`src/rtl/multicycle_control.sv`:
```
// Main control FSM for the multicycle MIPS datapath: fetch/decode/execute/memory/writeback sequencing.
// Define MULTICYCLE_CONTROL_JUMP_EN to enable the JUMP state (opcode 000010); otherwise j is illegal.
module multicycle_control #(
  parameter int CNT_W = 32
) (
  input  logic             clk,
  input  logic             rst_n,
  input  logic [5:0]       opcode,
  input  logic             mem_ready,
  output logic             pc_write,
  output logic             pc_write_cond,
  output logic             i_or_d,
  output logic             mem_read,
  output logic             mem_write,
  output logic             ir_write,
  output logic             mem_to_reg,
  output logic             reg_dst,
  output logic             reg_write,
  output logic             alu_src_a,
  output logic [1:0]       alu_src_b,
  output logic [1:0]       alu_op,
  output logic [1:0]       pc_source,
  output logic [3:0]       state,
  output logic             illegal_op,
  output logic [CNT_W-1:0] retired_cnt
);

  typedef enum logic [3:0] {
    FETCH     = 4'd0,
    DECODE    = 4'd1,
    MEM_ADDR  = 4'd2,
    MEM_READ  = 4'd3,
    MEM_WB    = 4'd4,
    MEM_WRITE = 4'd5,
    EXECUTE   = 4'd6,
    ALU_WB    = 4'd7,
    BRANCH    = 4'd8,
    JUMP      = 4'd9,
    ADDI_EX   = 4'd10,
    ADDI_WB   = 4'd11
  } state_t;

  localparam logic [5:0] OP_RTYPE = 6'b000000;
  localparam logic [5:0] OP_LW    = 6'b100011;
  localparam logic [5:0] OP_SW    = 6'b101011;
  localparam logic [5:0] OP_BEQ   = 6'b000100;
  localparam logic [5:0] OP_ADDI  = 6'b001000;
  localparam logic [5:0] OP_J     = 6'b000010;

  state_t     cur_state, next_state;
  logic [5:0] opcode_q;
  logic       illegal_d;
  logic       retire;

  assign state = cur_state;

  always_ff @(posedge clk or negedge rst_n) begin
    if (!rst_n) begin
      cur_state   <= FETCH;
      opcode_q    <= '0;
      illegal_op  <= 1'b0;
      retired_cnt <= '0;
    end else begin
      cur_state  <= next_state;
      illegal_op <= illegal_d;
      // MEM_ADDR steers on this copy so the IR input need not stay stable past DECODE
      if (cur_state == DECODE)
        opcode_q <= opcode;
      if (retire)
        retired_cnt <= retired_cnt + CNT_W'(1);
    end
  end

  always_comb begin
    next_state    = FETCH;
    illegal_d     = 1'b0;
    retire        = 1'b0;
    pc_write      = 1'b0;
    pc_write_cond = 1'b0;
    i_or_d        = 1'b0;
    mem_read      = 1'b0;
    mem_write     = 1'b0;
    ir_write      = 1'b0;
    mem_to_reg    = 1'b0;
    reg_dst       = 1'b0;
    reg_write     = 1'b0;
    alu_src_a     = 1'b0;
    alu_src_b     = 2'b00;
    alu_op        = 2'b00;
    pc_source     = 2'b00;
    case (cur_state)
      FETCH: begin
        mem_read   = 1'b1;
        alu_src_b  = 2'b01;
        ir_write   = mem_ready;
        pc_write   = mem_ready;
        next_state = mem_ready ? DECODE : FETCH;
      end
      DECODE: begin
        // ALU precomputes the branch target while the opcode is decoded
        alu_src_b = 2'b11;
        case (opcode)
          OP_LW, OP_SW: next_state = MEM_ADDR;
          OP_RTYPE:     next_state = EXECUTE;
          OP_BEQ:       next_state = BRANCH;
          OP_ADDI:      next_state = ADDI_EX;
`ifdef MULTICYCLE_CONTROL_JUMP_EN
          OP_J:         next_state = JUMP;
`endif
          default: begin
            next_state = FETCH;
            illegal_d  = 1'b1;
          end
        endcase
      end
      MEM_ADDR: begin
        alu_src_a  = 1'b1;
        alu_src_b  = 2'b10;
        next_state = (opcode_q == OP_LW) ? MEM_READ : MEM_WRITE;
      end
      MEM_READ: begin
        mem_read   = 1'b1;
        i_or_d     = 1'b1;
        next_state = mem_ready ? MEM_WB : MEM_READ;
      end
      MEM_WRITE: begin
        mem_write  = 1'b1;
        i_or_d     = 1'b1;
        next_state = mem_ready ? FETCH : MEM_WRITE;
        retire     = mem_ready;
      end
      MEM_WB: begin
        reg_write  = 1'b1;
        mem_to_reg = 1'b1;
        retire     = 1'b1;
      end
      EXECUTE: begin
        alu_src_a  = 1'b1;
        alu_op     = 2'b10;
        next_state = ALU_WB;
      end
      ALU_WB: begin
        reg_write = 1'b1;
        reg_dst   = 1'b1;
        retire    = 1'b1;
      end
      BRANCH: begin
        alu_src_a     = 1'b1;
        alu_op        = 2'b01;
        pc_write_cond = 1'b1;
        pc_source     = 2'b01;
        retire        = 1'b1;
      end
      ADDI_EX: begin
        alu_src_a  = 1'b1;
        alu_src_b  = 2'b10;
        next_state = ADDI_WB;
      end
      ADDI_WB: begin
        reg_write = 1'b1;
        retire    = 1'b1;
      end
`ifdef MULTICYCLE_CONTROL_JUMP_EN
      JUMP: begin
        pc_write  = 1'b1;
        pc_source = 2'b10;
        retire    = 1'b1;
      end
`endif
      default: next_state = FETCH;
    endcase
  end

endmodule
```
`config.mk`:
```
export PLATFORM = sky130hd
export DESIGN_NAME = multicycle_control
export DESIGN_NICKNAME = d
export VERILOG_FILES = /design/src/rtl/multicycle_control.sv
export SDC_FILE = /design/constraint.sdc
export NUM_CORES = 1
export LEC_CHECK = 0
export CORE_ASPECT_RATIO = 0.75
export CORE_MARGIN = 2
export CORE_UTILIZATION = 45
export DETAILED_ROUTE_END_ITERATION = 10
export PLACE_DENSITY = 0.76
export SLEW_MARGIN = 5
export SYNTH_ARGS = -nofsm -noshare
export SYNTH_HDL_FRONTEND = slang
export SYNTH_SLANG_ARGS = --single-unit
```
`constraint.sdc`:
```
create_clock -name clk -period 3.7 [get_ports clk]
set_input_delay 0.37 -clock clk [delete_from_list [all_inputs] [get_ports clk]]
set_output_delay 0.37 -clock clk [all_outputs]
set_load 0.01 [all_outputs]
```
---- Word level (Yosys, flattened, before mapping) ----
Cells that the tools add are included.
storage, ports and cells
  register bits ........................... 43
  bits of input ports ..................... 9
  output and inout bits ................... 53
  logic and storage cells ................. 51
operators by class
  $add $sub $neg .......................... 1
  equal/unequal tests ..................... 15
  multiplexer cells ....................... 21
  reduce and logical (&&, ||, !) cells .... 10
operator list
  operator               number
  $add 32x1->32 const B  1
  $pmux 4 s7             1
  $eq 6x6->1 const B     3
  $eq 4x3->1 const B     4
  $pmux 4 s4             1
  $mux 1                 13
  $eq 4x4->1 const B     3
  $mux 3                 3
  $eq 4x2->1 const B     2
  $reduce_or 2->1        4
  $reduce_or 4->1        2
  $eq 6x3->1 const B     1
  $eq 6x4->1 const B     1
  $logic_not 6->1        1
  $pmux 2 s3             1
  $reduce_or 5->1        1
  $eq 4x1->1 const B     1
  $logic_not 4->1        1
  $pmux 2 s2             1
  $reduce_or 3->1        1
  $pmux 1 s2             1

---- Depth between registers and ports, before layout ----
Gate-level depths: netlist of run 1.
  word-level depth ........................ 4
  depth in mapped cells ................... 7
  mapped depth without buffers ............ 5

---- Least setup slack after synthesis of run 1 ----
No wires, ideal clock.
  kind .................................... flip-flop to flip-flop
  from .................................... register cur_state[3], in the netlist state[3]
  to ...................................... register retired_cnt[23]
  setup time .............................. 0.079 ns
  arrival time ............................ 2.009 ns
  data required time ...................... 3.621 ns
  path slack .............................. 1.612 ns
  stages on the path, launching flop included .. 8
  path buffers ............................ 2
  clock period less this slack ............ 2.088 ns
  path through ............................ dfrtp_1 -> buf_4 -> nand2b_1 -> a211o_1 -> buf_2 -> or4_4 -> nor3_1 -> xor2_1
on the way
  word-level cells in the longest chain between the ends .. 3
  elaborated cells between the ends (all ways) .. 7
  classes of those cells .................. eq/ne: 5; mux: 1; reduce/logical: 1
RTL lines
  item                                      RTL line  source
  start, declared                           50        state_t cur_state, next_state;
  start signal, assigned                    64        cur_state <= next_state;
  $eq 4x4->1 or $eq 4x3->1 (tied branches)  91        case (cur_state)
  $reduce_or 4->1 (no source line)          -
  $pmux 1 s2 *                              91
  end signal, assigned                      70        retired_cnt <= retired_cnt + CNT_W'(1);
  end, declared                             25        output logic [CNT_W-1:0] retired_cnt
Mark *: on every way between the ends. The rest lies on a longest branch, timed or not.
A chain may end at the register's enable or synchronous reset.

---- Worst setup path in the final report of run 1 ----
  from .................................... register cur_state[1], in the netlist state[1]
  to ...................................... output port alu_src_b[1]
on the way
  word-level cells in the longest chain between the ends .. 3
  elaborated cells between the ends (all ways) .. 6
  classes of those cells .................. eq/ne: 3; mux: 1; reduce/logical: 2
RTL lines
  item                                      RTL line  source
  $eq 4x4->1 or $eq 4x2->1 (tied branches)  91
  $reduce_or 2->1 (no source line)          -
  $pmux 2 s3 *                              91
  end, declared                             20        output logic [1:0] alu_src_b,
Marks and branches as above.

==> results.md, run 1 <==
- Endpoint type of the worst setup path: primary output
- Max-slew violations: 0
- Chip height: 63.6 µm
- CTS tree: built
- GRT Total Usage: a little under a fifth
- Root buffer cell: clkbuf_8
- EDFF count, synth: 0
- Max IR drop VDD: 0.282 mV
- Reg-to-reg slack, setup: 1230 ps
- Gpl congestion: roughly 0.81
- CTS H-tree lvls: 2
- Hold Buf Count CTS: 0
- CTS sink count: between 40 and 50
- Worst-path maximum fanout: 16
- Leak: 1.04 nW
- Hold Violations, Final: 0
- Layout cells sized above 1: around 3.4%
- Filler Cell Count: around 400
- Synth Flop Type: dfrtp_1
- Die Area: 0.00532 mm²
- Mean post-synth cell area: 10.4 µm²
- FF-to-FF Start: state[2]
- Number of synthesized register bits: 43
- Grt ovf: 0
- 1st-iter DRT viols: about 130
- # setup viols final: 0
- Avg WL per Cell: roughly 15 µm
- Reg-to-reg critical path endpoint: retired_cnt[17]
- Final WL: about 4600 µm
- DRC errors left: 0
- Achievable Freq: between 400 and 500 MHz
- PortBufs: 60
- Actual slew at the worst max-slew pin: between 900 and 1000 ps
- RSZ-0062 raised after global routing: false
- Post-Syn Instances: ~210
- Max-cap violations: 0
- DR WL met2: between 1500 and 2000 µm
- Reg clk slew, reported paths: about 70 ps
- Die width: 83.5 µm
- Met3 wire length: approximately 210 µm
- Syn nets: between 200 and 250
- Worst hold path type: primary input to asynchronous set/reset pin
- Worst skew pair latency: slightly below 300 ps
- Period utilisation layout: roughly two thirds
- Core area: 0.00452 mm²
- Dpl cells: between 300 and 400
- Largest net degree at the start of global routing: 44
- Ports: slightly above 60
- Vias/cell: approximately 5.3
- Max Buffers Root-to-Sink: 2
- Net count, final: between 200 and 300
- ANT cells: 0
- Fin crit period: around 2500 ps
- Place WS: about 1100 ps
- Fin Clk Skew: ~3.7 ps
- Crit path DAT: around 2100 ps
- WL met1: 2480 µm
- Yosys synthesis warning count: 0
- Via count: roughly 1700
- Setup Buffers After CTS: 0
- Starting density of the core: between 40% and 50%
- Seq/Total Area, Yosys: around half
- FF-to-FF path depth: 5
- Worst setup margin: 1200 ps
- Critical Path RT: 3330 ps
- Vias in the first global route: approximately 1600
- Area Growth Syn to Fin: 31.9%
- CTS resizes: 0
- Cts bufs inserted: 5
- Initial antenna violation count: 0
- First-pass GRT wire length: ~7900 µm
- Pre-antenna DRT Iters: 4
- Pwr Density: roughly 370 mW/mm²
- Fraction of registers with async set/reset: between 90% and 100%
- Row count: 21
- Setup TNS Final: 0 ps
- Critical path launch point type: flop
- Synthesized area: around 0.0021 mm²
- Final Non-Filler Cells: 319
- Antenna Nets Post-Route: 0
- Crit path kind: flop to primary output
- Run status: complete, no violations
- Half-perimeter wire length after placement: 3290 µm
- Synth unique cells: 39
- Slew margin rel.: approximately two fifths
- Top layer in use: met4
==> cells by family after synthesis <==
group / synth area share (%)
AOI/OAI and AO/OA: 5.86
xor gates and xnor gates: 14.0
adders and majority gates: 0.586
buffers and inverters: 3.57
DFF: 50.4
muxes: 3.63
other: 0.176
and+or+nand+nor: 21.8
==> worst max-delay path, stage by stage, from the launching register on <==
cell             delay (ps)
dfrtp_1                 680
nor2b_1                 430
a21oi_1                  80
nor2_1                  100
clkdlybuf4s50_1         550
==> layout by cell type (no fill, tap or decap), drive strengths merged <==
cell,instances
nand4,11
clkbuf,6
a41oi,1
nand3,14
a21oi,4
nor4,5
a211oi,1
nor2,15
clkinv,1
mux2,6
conb,1
a2111oi,1
o21ai,4
dfrtp,43
mux2i,1
and3,4
nor3,8
nor4b,2
xnor2,25
clkdlybuf4s50,59
nand2b,5
buf,1
xor2,9
o21a,1
a211o,1
or2,1
o41ai,1
ha,1
and4,2
o21bai,1
or4,1
nor2b,3
inv,4
o311ai,1
nand2,14
and2,1
o22ai,3
==> per-stage QoR <==
| step | hold slack [ps] | power [mW] | instance area (µm²) | util (%) |
|---|---|---|---|---|
| finish | 206 | 1.04 | 2820 | 62.3 |
| global placement | 462 | 0.769 | 2740 | 60.7 |
| floorplan | 74.4 | 0.662 | 2130 | - |
| global route | 300 | 1.09 | 2820 | 62.3 |
| detailed placement | 465 | 0.773 | 2740 | 60.7 |
| CTS | 245 | 1.05 | 2820 | 62.3 |
==> area by class of cell <==
type | count | area (µm²) | share of cell area (%)
Inverter | 5 | 18.8 | 0.666
Timing Repair Buffer | 60 | 596 | 21.1
Multi-Input combinational cell | 148 | 982 | 34.9
Sequential cell | 43 | 1080 | 38.2
Clock buffer | 6 | 72.6 | 2.58
Tap cell | 57 | 71.3 | 2.53
==> routing by layer <==
layer	GRT usage [%]	vias up
li1	-	835
met1	29.0	815
met2	24.7	38
met3	4.72	7
met4	6.65	0
met5	0	-
==> how the worst max path moves through the flow <==
| stage | cells past startpoint | slack [ps] | startpoint | endpoint |
|---|---|---|---|---|
| 6_report | 4 | 1200 | state[1] | alu_src_b[1] |
| 4_1_cts | 4 | 1210 | state[2] | reg_write |
| 5_1_grt | 5 | 960 | state[2] | retired_cnt[17] |
| 3_3_place_gp | 6 | 1120 | mem_ready | retired_cnt[17] |
| 2_1_floorplan | 7 | 1610 | state[3] | retired_cnt[23] |
| 3_5_place_dp | 6 | 1130 | mem_ready | retired_cnt[17] |
==> flip-flops by register name, indices dropped and copies added, names as in the netlist <==
signal	flops
retired_cnt	32
opcode_q	6
state	4
illegal_op	1
==> synthesized netlist by cell type (2+ instances only) <==
| master | count | area, µm² |
|---|---|---|
| dfrtp_1 | 43 | 1080 |
| xnor2_1 | 25 | 219 |
| nor2_1 | 15 | 56.3 |
| nand2_1 | 14 | 52.6 |
| nand3_1 | 14 | 70.1 |
| nand4_1 | 11 | 68.8 |
| xor2_1 | 9 | 78.8 |
| nor3_1 | 8 | 40.0 |
| mux2_1 | 6 | 67.6 |
| buf_4 | 5 | 37.5 |
| nand2b_1 | 5 | 31.3 |
| a21oi_1 | 4 | 20.0 |
| and3_1 | 4 | 25.0 |
| clkbuf_1 | 4 | 15.0 |
| inv_1 | 4 | 15.0 |
| nor2b_1 | 3 | 18.8 |
| nor4_1 | 3 | 18.8 |
| o21ai_0 | 3 | 15.0 |
| o22ai_1 | 3 | 18.8 |
| and4_1 | 2 | 17.5 |
| nor4_2 | 2 | 25.0 |
| nor4b_1 | 2 | 17.5 |
==> where the power goes <==
part	switching, mW	total, mW	internal (mW)
Combinational	0.0964	0.203	0.107
Clock	0.146	0.272	0.126
Sequential	0.0514	0.563	0.512
Total	0.294	1.04	0.744
No activity file was read; power rests on OpenSTA's default activity.
==> run 2, diff against run 1 <==
==> constraint.sdc (replaced) <==
create_clock -name clk -period 2.5 [get_ports clk]
set_input_delay 0.25 -clock clk [delete_from_list [all_inputs] [get_ports clk]]
set_output_delay 0.25 -clock clk [all_outputs]
set_load 0.01 [all_outputs]
==> run 2 against run 1 <==
  * Count of clock-buffer cells in the layout unchanged
  * Global-route usage increased by 1.1 points
  * Sequential share of layout area decreased by 1.5 points
  * Critical path depth increased by 1
  * Sequential power increased by 46%
  * Routed wire length increased by 5.7%
  * Critical path type unchanged
==> results.md, run 2 (synthesis gave the netlist of run 1 again) <==
- CP Launch Point: state[3]
- Max-slew violations: 0 (unchanged)
- Critical path launch point type: flop
- FF-to-FF Start: state[0]
- CTS resizes: 0 (unchanged)
- Starting density of the core: 47.2% (unchanged)
- Grt ovf: 0 (unchanged)
- Filler Cell Count: 364 (-7.6%)
- Setup TNS Final: 0 ps (unchanged)
- Leak: 1.10 nW (+6.2%)
- Reg-to-reg slack, setup: 450 ps (-780 ps)
- Net count, final: 280 (+2.6%)
- Half-perimeter wire length after placement: 3560 µm (+8.2%)
- Gpl congestion: 0.859 (+6.1%)
- Slew margin rel.: 37.3% (-1.4 points)
- PortBufs: 60 (unchanged)
- Max Buffers Root-to-Sink: 2 (unchanged)
- Die width: 83.5 µm (unchanged)
- ANT cells: 0 (unchanged)
- Largest net degree at the start of global routing: 44 (unchanged)
- Pwr Density: 607 mW/mm² (+65%)
- RSZ-0062 raised after global routing: false
- Run status: complete, no violations
- Core area: 0.00452 mm² (unchanged)
- Crit path DAT: 2020 ps (-110 ps)
- Hold Buf Count CTS: 0 (unchanged)
- Worst skew pair latency: 290 ps (about the same)
- Endpoint type of the worst setup path: primary output
- First-pass GRT wire length: 8400 µm (+5.8%)
- Actual slew at the worst max-slew pin: 941 ps (+21.5 ps)
- Slowest stage cell on the critical path: clkdlybuf4s50_1
- Top reg by flops: retired_cnt
- Die Area: 0.00532 mm² (unchanged)
- Reg-to-reg critical path endpoint: retired_cnt[19]
- Pre-antenna DRT Iters: 4 (unchanged)
- Hold Violations, Final: 0 (unchanged)
- Most frequent cells in the layout: clkdlybuf4s50_1, dfrtp_1, xnor2_1
- Period utilisation layout: between 90% and 100%
- Final WL: 4900 µm (+5.7%)
- Worst-path maximum fanout: 10 (-6)
- Worst setup margin: 226 ps (-976 ps)
- CTS sink count: 43 (unchanged)
- Critical Path RT: 2250 ps (-1080 ps)
- Vias/cell: 5.34 (+0.47%)
- Chip height: 63.6 µm (unchanged)
- Vias in the first global route: 1660 (+3.9%)
- CP endpoint: pc_write
- Root buffer cell: clkbuf_8
- Max-cap violations: 0 (unchanged)
- Ports: 62 (unchanged)
- Multi-input gate area: 982 µm² (unchanged)
- Place WS: 205 ps (-921 ps)
- Storage element area: 0.00108 mm² (unchanged)
- Crit-path cells: buf_4, nor2_1, nand2_1, nor3_1, clkdlybuf4s50_1
- Row count: 21 (unchanged)
- Crit path kind: flop to primary output
- Fin crit period: 2270 ps
- CTS H-tree lvls: 2 (unchanged)
- Antenna Nets Post-Route: 0 (unchanged)
- Layout cells sized above 1: 6.64% (+3.2 points)
- Avg WL per Cell: 14.9 µm (+2.8%)
- Largest register FFs: 32 (unchanged)
- 1st-iter DRT viols: 79 (-38%)
- GRT Total Usage: 19.7% (+1.1 points)
- Area Growth Syn to Fin: 37.2%
- CTS tree: built
- FF-to-FF path depth: 5 (unchanged)
- Worst hold path type: primary input to asynchronous set/reset pin
- # setup viols final: 0 (unchanged)
- Cts bufs inserted: 5 (unchanged)
- Achievable Freq: about 440 MHz
- CP max stage delay: 580 ps (-100 ps)
- Fin Clk Skew: 7.24 ps (+3.58 ps)
- Reg clk slew, reported paths: 80 ps (about the same)
- Setup Buffers After CTS: 0 (unchanged)
- Initial antenna violation count: 0 (unchanged)
- Most common cell after layout, fill and taps aside: clkdlybuf4s50_1
- DRC errors left: 0 (unchanged)
- Via count: 1751 (+3.3%)
- Max IR drop VDD: 0.437 mV (+55%)
[run 2: changes by cell type in the layout (fill, tap and decap cells not counted), sizes merged]
cell / before / now
buf: 1 / 8
bufinv: 0 / 2
[run 2: stage by stage]
stage / util (%) / hold slack [ps] / total power [mW] / cells / instance area, µm²
2_1_floorplan: - / -45.6 / 0.980 / 206 / 2130
3_3_place_gp: 61.9 / 444 / 1.14 / 320 / 2800
3_5_place_dp: 61.9 / 452 / 1.15 / 320 / 2800
4_1_cts: 64.8 / 121 / 1.79 / 328 / 2930
6_report: 64.8 / 89.2 / 1.78 / 328 / 2930
5_1_grt: 64.8 / 172 / 1.87 / 328 / 2930
[run 2: metal layers]
metal	track usage [%]	vias up	wire [µm]
met4	6.25	0	76
met2	27.4	54	2070
met5	0	-	0
met1	29.7	839	2460
li1	-	849	-
met3	5.50	9	291
[run 2: layout make-up]
cell class                      instances  area share [%]
Clock buffer                            6            2.48
Clock inverter                          2            2.05
Inverter                                5           0.641
Multi-Input combinational cell        148            33.5
Tap cell                               57            2.43
Sequential cell                        43            36.7
Timing Repair Buffer                   67            22.1
[run 2: power by group]
| part | internal, mW | switching, mW | total (mW) |
|---|---|---|---|
| sequential | 0.758 | 0.0642 | 0.822 |
| clock | 0.399 | 0.238 | 0.638 |
| combinational | 0.161 | 0.156 | 0.317 |
[run 2: worst max-delay path: cells and delay by family, from the launching register on]
family / cells / cell delay [ps]
simple gates: 3 / 470
buf+inv: 2 / 790
flops: 1 / 480
[run 2: how the worst min path moves through the flow]
stage,from,to,cells after the start
2_1_floorplan,rst_n,illegal_op,0
4_1_cts,rst_n,state[1],1
3_5_place_dp,rst_n,state[1],1
6_report,rst_n,state[1],1
3_3_place_gp,rst_n,state[1],1
5_1_grt,rst_n,retired_cnt[18],1
